$ cat src/rtl/mel_frame_seq.sv
// mel_frame_seq: runs one log-mel frame at a time through bin accumulation, log LUT issue,
// delayed buffer writes and a ready/valid output stream, with decimation, resync and overrun counts.
module mel_frame_seq #(
  parameter int FFT_BINS = 128,
  parameter int MEL_BINS = 40,
  parameter int LOG_LAT = 2,
  parameter int DECIM = 1,
  parameter int CNT_W = 16
) (
  input  logic                        clk,
  input  logic                        reset,
  input  logic                        fft_valid_i,
  input  logic                        fft_sync_i,
  input  logic                        fb_done_i,
  output logic                        fb_clear_o,
  output logic                        log_en_o,
  output logic [$clog2(MEL_BINS)-1:0] log_idx_o,
  output logic                        buf_wr_en_o,
  output logic [$clog2(MEL_BINS)-1:0] buf_wr_idx_o,
  output logic                        out_valid_o,
  input  logic                        out_ready_i,
  output logic [$clog2(MEL_BINS)-1:0] out_idx_o,
  output logic                        out_last_o,
  output logic                        busy_o,
  output logic                        sync_err_o,
  output logic                        drop_o,
  output logic [CNT_W-1:0]            drop_cnt_o,
  output logic [CNT_W-1:0]            frame_cnt_o
);
  localparam int IW = $clog2(MEL_BINS);
  localparam int BW = $clog2(FFT_BINS);
  localparam int DW = DECIM > 1 ? $clog2(DECIM) : 1;
  localparam int LW = LOG_LAT > 1 ? $clog2(LOG_LAT) : 1;
  typedef enum logic [2:0] {IDLE, ACCUM, WAIT_FB, LOG, DRAIN, OUTPUT} state_t;
  state_t state, state_nx;
  logic [BW-1:0] bin_cnt;
  logic [IW-1:0] mel_cnt, out_cnt;
  logic [DW-1:0] dec_cnt;
  logic [LW-1:0] dr_cnt;
  logic sync, hs, mel_last, dr_last;
  assign sync = fft_valid_i & fft_sync_i;
  assign hs = out_valid_o & out_ready_i;
  assign mel_last = mel_cnt == IW'(MEL_BINS - 1);
  assign dr_last = dr_cnt == LW'(LOG_LAT - 1);
  assign log_en_o = state == LOG;
  assign log_idx_o = mel_cnt;
  assign out_valid_o = state == OUTPUT;
  assign out_idx_o = out_cnt;
  assign out_last_o = out_valid_o & (out_cnt == IW'(MEL_BINS - 1));
  assign busy_o = state != IDLE;
  always_comb begin
    state_nx = state;
    fb_clear_o = 1'b0;
    sync_err_o = 1'b0;
    drop_o = 1'b0;
    case (state)
      IDLE: if (sync && dec_cnt == '0) begin
        fb_clear_o = !reset;
        state_nx = ACCUM;
      end
      ACCUM: if (sync) begin
        fb_clear_o = 1'b1;
        sync_err_o = 1'b1;
      end else if (fft_valid_i && bin_cnt == BW'(FFT_BINS - 1)) state_nx = WAIT_FB;
      WAIT_FB: begin
        drop_o = sync;
        if (fb_done_i) state_nx = LOG;
      end
      LOG: begin
        drop_o = sync;
        if (mel_last) state_nx = LOG_LAT == 0 ? OUTPUT : DRAIN;
      end
      DRAIN: begin
        drop_o = sync;
        if (dr_last) state_nx = OUTPUT;
      end
      OUTPUT: begin
        drop_o = sync;
        if (hs && out_last_o) state_nx = IDLE;
      end
      default: state_nx = IDLE;
    endcase
  end
  always_ff @(posedge clk or posedge reset) begin
    if (reset) begin
      state <= IDLE;
      bin_cnt <= '0;
      mel_cnt <= '0;
      out_cnt <= '0;
      dec_cnt <= '0;
      dr_cnt <= '0;
      drop_cnt_o <= '0;
      frame_cnt_o <= '0;
    end else begin
      state <= state_nx;
      if (state == IDLE && sync) dec_cnt <= dec_cnt == DW'(DECIM - 1) ? '0 : dec_cnt + 1'b1;
      bin_cnt <= fb_clear_o ? BW'(1) : (state == ACCUM && fft_valid_i) ? bin_cnt + 1'b1 : bin_cnt;
      mel_cnt <= (state == LOG && !mel_last) ? mel_cnt + 1'b1 : '0;
      dr_cnt <= (state == DRAIN && !dr_last) ? dr_cnt + 1'b1 : '0;
      out_cnt <= !out_valid_o ? '0 : hs ? (out_last_o ? '0 : out_cnt + 1'b1) : out_cnt;
      if (hs && out_last_o) frame_cnt_o <= frame_cnt_o + 1'b1;
      if (drop_o && drop_cnt_o != '1) drop_cnt_o <= drop_cnt_o + 1'b1;
    end
  end
  // write strobes trail the LUT issue by its latency so data and address arrive together
  generate
    if (LOG_LAT == 0) begin : g_wire
      assign buf_wr_en_o = log_en_o;
      assign buf_wr_idx_o = log_idx_o;
    end else begin : g_pipe
      logic [LOG_LAT-1:0] en_d;
      logic [LOG_LAT-1:0][IW-1:0] idx_d;
      always_ff @(posedge clk or posedge reset) begin
        if (reset) begin
          en_d <= '0;
          idx_d <= '0;
        end else begin
          en_d[0] <= log_en_o;
          idx_d[0] <= log_idx_o;
          for (int i = 1; i < LOG_LAT; i++) begin
            en_d[i] <= en_d[i-1];
            idx_d[i] <= idx_d[i-1];
          end
        end
      end
      assign buf_wr_en_o = en_d[LOG_LAT-1];
      assign buf_wr_idx_o = idx_d[LOG_LAT-1];
    end
  endgenerate
endmodule

$ cat config.mk
export PLATFORM = sky130hd
export DESIGN_NAME = mel_frame_seq
export DESIGN_NICKNAME = d
export VERILOG_FILES = /design/src/rtl/mel_frame_seq.sv
export SDC_FILE = /design/constraint.sdc
export NUM_CORES = 1
export LEC_CHECK = 0
export ABC_AREA = 1
export CORE_ASPECT_RATIO = 0.9
export CORE_UTILIZATION = 53
export CTS_CLUSTER_DIAMETER = 200
export CTS_CLUSTER_SIZE = 28
export DETAILED_ROUTE_END_ITERATION = 12
export PLACE_DENSITY_LB_ADDON = 0.12
export REMOVE_ABC_BUFFERS = 1
export SETUP_SLACK_MARGIN = 0.2
export SLEW_MARGIN = 10
export SYNTH_ARGS = -nofsm -noshare
export SYNTH_HDL_FRONTEND = slang
export SYNTH_SLANG_ARGS = --single-unit
$ cat constraint.sdc
create_clock -name clk -period 3 [get_ports clk]
set_input_delay 0.9 -clock clk [delete_from_list [all_inputs] [get_ports clk]]
set_output_delay 0.9 -clock clk [all_outputs]
set_load 0.02 [all_outputs]
==> summary.txt, run 1 <==
GRT
  • Total track usage: 0.236
  • First-pass GRT wire length: roughly 13 mm
  • Total congestion overflow: 0
  • Largest net degree at the start of global routing: 70
  • Initial antenna violation count: 0
  • Vias in the first global route: ~2800

Final layout
  • Share of layout cells above drive strength 1: 0.117
  • Filler Cell Count: between 500 and 600
  • Sequential cell area: between 1500 and 2000 µm²
  • Most common cell after layout, fill and taps aside: nand2_1
  • Area grow syn2layout: 26.8%
  • Multi-input gate area: around 1600 µm²
  • Number of diodes: 0
  • Layout net count: roughly 520
  • Most frequent cells in the layout: nand2_1, dfrtp_1, clkdlybuf4s50_1
  • Finished Cell Area: ~4500 µm²

STA
  • Final period demand of the worst path: 2.76 ns
  • Hold Violations, Final: 0
  • Worst setup margin: between 0.2 and 0.25 ns
  • Fmax: approximately 0.36 GHz
  • Worst slew margin: 0.765
  • RSZ-0062 raised after global routing: true
  • Hold Slack: roughly 0.35 ns
  • Tcrit/Tclk final: 0.920
  • Worst Skew: just over 0.006 ns
  • Worst-margin pin slew: 0.353 ns
  • Final slew viol count: 0
  • Fin Setup TNS: 0 ns
  • Setup violators final: 0

Worst setup path
  • Reg-to-reg endpoint: drop_cnt_o[15]
  • R2R setup slack: about 1.3 ns
  • Worst Setup End Kind: output port
  • Worst setup endpoint: drop_o
  • Worst setup path startpoint: fft_sync_i
  • Crit Path Class: in2out
  • Crit path launch type: input pin
  • Worst EP arrival: around 1.9 ns
  • Critical Path RT: roughly 2.1 ns
  • Reg2Reg Depth: 8
  • Worst-path fanout max: 3
  • FF-to-FF Start: drop_cnt_o[0]

Power and ir drop
  • PwrDens: just under 600 nW/µm²
  • Leak: around 2.1 nW
  • Worst vdd ir: about 0.40 mV
  • Total power: 2.66 mW

Placement
  • Placement Setup Slack: -0.265 ns
  • GP Congestion: around 0.84
  • Buffers added on ports: 63
  • Dpl cell area: around 4300 µm²
  • DP Wirelength: 5.29 mm

CTS
  • CTS tree: yes
  • CTS Buffer Depth: 2
  • Clock latency on the worst-skew pair: roughly 0.34 ns
  • CTS sink count: ~70
  • Clock-pin slew on the worst setup and hold paths: 0.07 ns
  • Clk root buf: clkbuf_8
  • Hold buffers post-CTS: 0
  • Inserted Clock Buffers: 9
  • Postcts setup bufs: 0
  • CTS H-tree depth: 3

Route
  • Wire per inst: between 10 and 15 µm
  • Vias: ~3000
  • Routed wire length: about 7.4 mm
  • Iter 0 DRT Violations: between 150 and 200
  • Vias per cell: roughly 5
  • Residual DRC: 0
  • DRT antenna net count: 0
  • DRT Pass-1 Iters: 4

Logic synthesis
  • Largest area contributor in the netlist: dfrtp_1
  • Cells after Synth: 435
  • Synth top area share: 0.486
  • Yosys warns: 0
  • Yosys cell types: 30
  • Synth area leaders: dfrtp_1, nand2_1, nor2_1, nand3_1, xnor2_1
  • Yosys reg bits: 69
  • Sequential area share after synthesis: 0.486
  • Mapped cell area: ~3600 µm²
  • Mapped Avg Cell Area: between 8 and 9 µm²

Floorplanning
  • Die X: around 88 µm
  • Die height: 79.7 µm
  • Number of I/O pins: 64
  • Cell Rows: 27
  • Core ar.: 6280 µm²
  • Initial Util: 0.566
  • Die area: between 7000 and 8000 µm²

Job
  • Max cap viols: 0

Run status
  • Status: complete, no violations

Worst hold path
  • Min-Delay Path Class: reg2reg
-- report_power, final --
part / switching, mW / internal, mW / total, mW
sequential: 0.108 / 1.03 / 1.14
combinational: 0.396 / 0.263 / 0.659
clock: 0.382 / 0.481 / 0.863
-- per-stage QoR --
step           cells  utilization
3_5_place_dp     582        0.681
6_report         598        0.718
4_1_cts          598        0.716
3_3_place_gp     582        0.681
5_1_grt          598        0.718
2_1_floorplan    424            -
-- Yosys cell counts --
| cell type | count |
|---|---|
| buf_2 | 1 |
| a22o_1 | 1 |
| nand2_2 | 5 |
| inv_4 | 1 |
| nand3_2 | 4 |
| nand3_1 | 30 |
| xnor2_1 | 17 |
| and2_1 | 1 |
| nor2_4 | 3 |
| o21ai_1 | 4 |
| nand4_1 | 7 |
| o21ai_2 | 2 |
| nand2_1 | 141 |
| a21oi_1 | 8 |
| nor3_4 | 1 |
| inv_1 | 36 |
| buf_6 | 2 |
| xor2_1 | 12 |
| dfrtp_1 | 69 |
| nor2_1 | 47 |
| ha_1 | 5 |
| o22ai_1 | 2 |
| nand2_4 | 1 |
| inv_2 | 6 |
| a21oi_4 | 1 |
| nand3b_1 | 1 |
| o21ai_0 | 12 |
| nor2_2 | 4 |
| nor3_1 | 3 |
| buf_4 | 8 |
-- how the worst min path moves through the flow --
stage               slack [ns]            start         endpoint  depth (start not counted)
floorplan                 0.33  g_pipe.idx_d[0]  buf_wr_idx_o[0]                          0
global placement          0.33  g_pipe.idx_d[0]  buf_wr_idx_o[0]                          0
detailed placement        0.34  g_pipe.idx_d[0]  buf_wr_idx_o[0]                          0
CTS                       0.36   g_pipe.en_d[0]   g_pipe.en_d[1]                          0
global route              0.36   g_pipe.en_d[0]   g_pipe.en_d[1]                          0
finish                    0.35   g_pipe.en_d[0]   g_pipe.en_d[1]                          0
-- timing repair --
item | 4_1_cts | 5_1_grt
setup endpoints to repair | 5 | 6
gates resized for setup | 12 | 12
cloned | 0 | 0
-- cell type report --
cell class                      instances  area share
Clock buffer                            9      0.0275
Clock inverter                          7      0.0233
Inverter                               43      0.0363
Multi-Input combinational cell        312       0.350
Sequential cell                        69       0.383
Tap cell                               87      0.0241
Timing Repair Buffer                   71       0.155
-- routing by layer --
metal	GRT usage	vias up	wire, µm	share of wire
li1	-	1502	-	-
met1	0.312	1397	3390	0.46
met2	0.377	85	3420	0.46
met3	0.0755	8	486	0.066
met4	0.0597	0	88	0.012
met5	0	-	0	0
-- cell families (layout without fill, tap and decap cells) --
kind of cell | after synthesis | count (layout) | share of synthesized area
and+or+nand+nor | 248 | 248 | 0.305
DFF | 69 | 69 | 0.486
buffers and inverters | 54 | 130 | 0.0707
AOI/OAI and AO/OA | 30 | 30 | 0.0493
xor gates and xnor gates | 29 | 29 | 0.0714
adders and majority gates | 5 | 5 | 0.0176
-- critical path, stage by stage --
cell             delay (ns)
clkdlybuf4s50_1        0.47
nand2_2                0.07
buf_4                  0.15
a21oi_4                0.11
buf_4                  0.15
-- flip-flops by register name, indices dropped and copies added, names as in the netlist --
signal        flops
drop_cnt_o       16
frame_cnt_o      16
bin_cnt           7
buf_wr_idx_o      6
g_pipe.idx_d      6
log_idx_o         6
out_idx_o         6
state             3
g_pipe.en_d       2
dr_cnt            1
(Power assumes the default switching activity.)
==> run 2, diff against run 1 <==
--- a/config.mk
+++ b/config.mk
@@ -14,6 +14,7 @@
 export PLACE_DENSITY_LB_ADDON = 0.12
 export REMOVE_ABC_BUFFERS = 1
 export SETUP_SLACK_MARGIN = 0.2
+export SKIP_LAST_GASP = 1
 export SLEW_MARGIN = 10
 export SYNTH_ARGS = -nofsm -noshare
 export SYNTH_HDL_FRONTEND = slang
==> results of run 2 <==
Same layout as run 1: the final DEF is identical, and so are final timing and power.
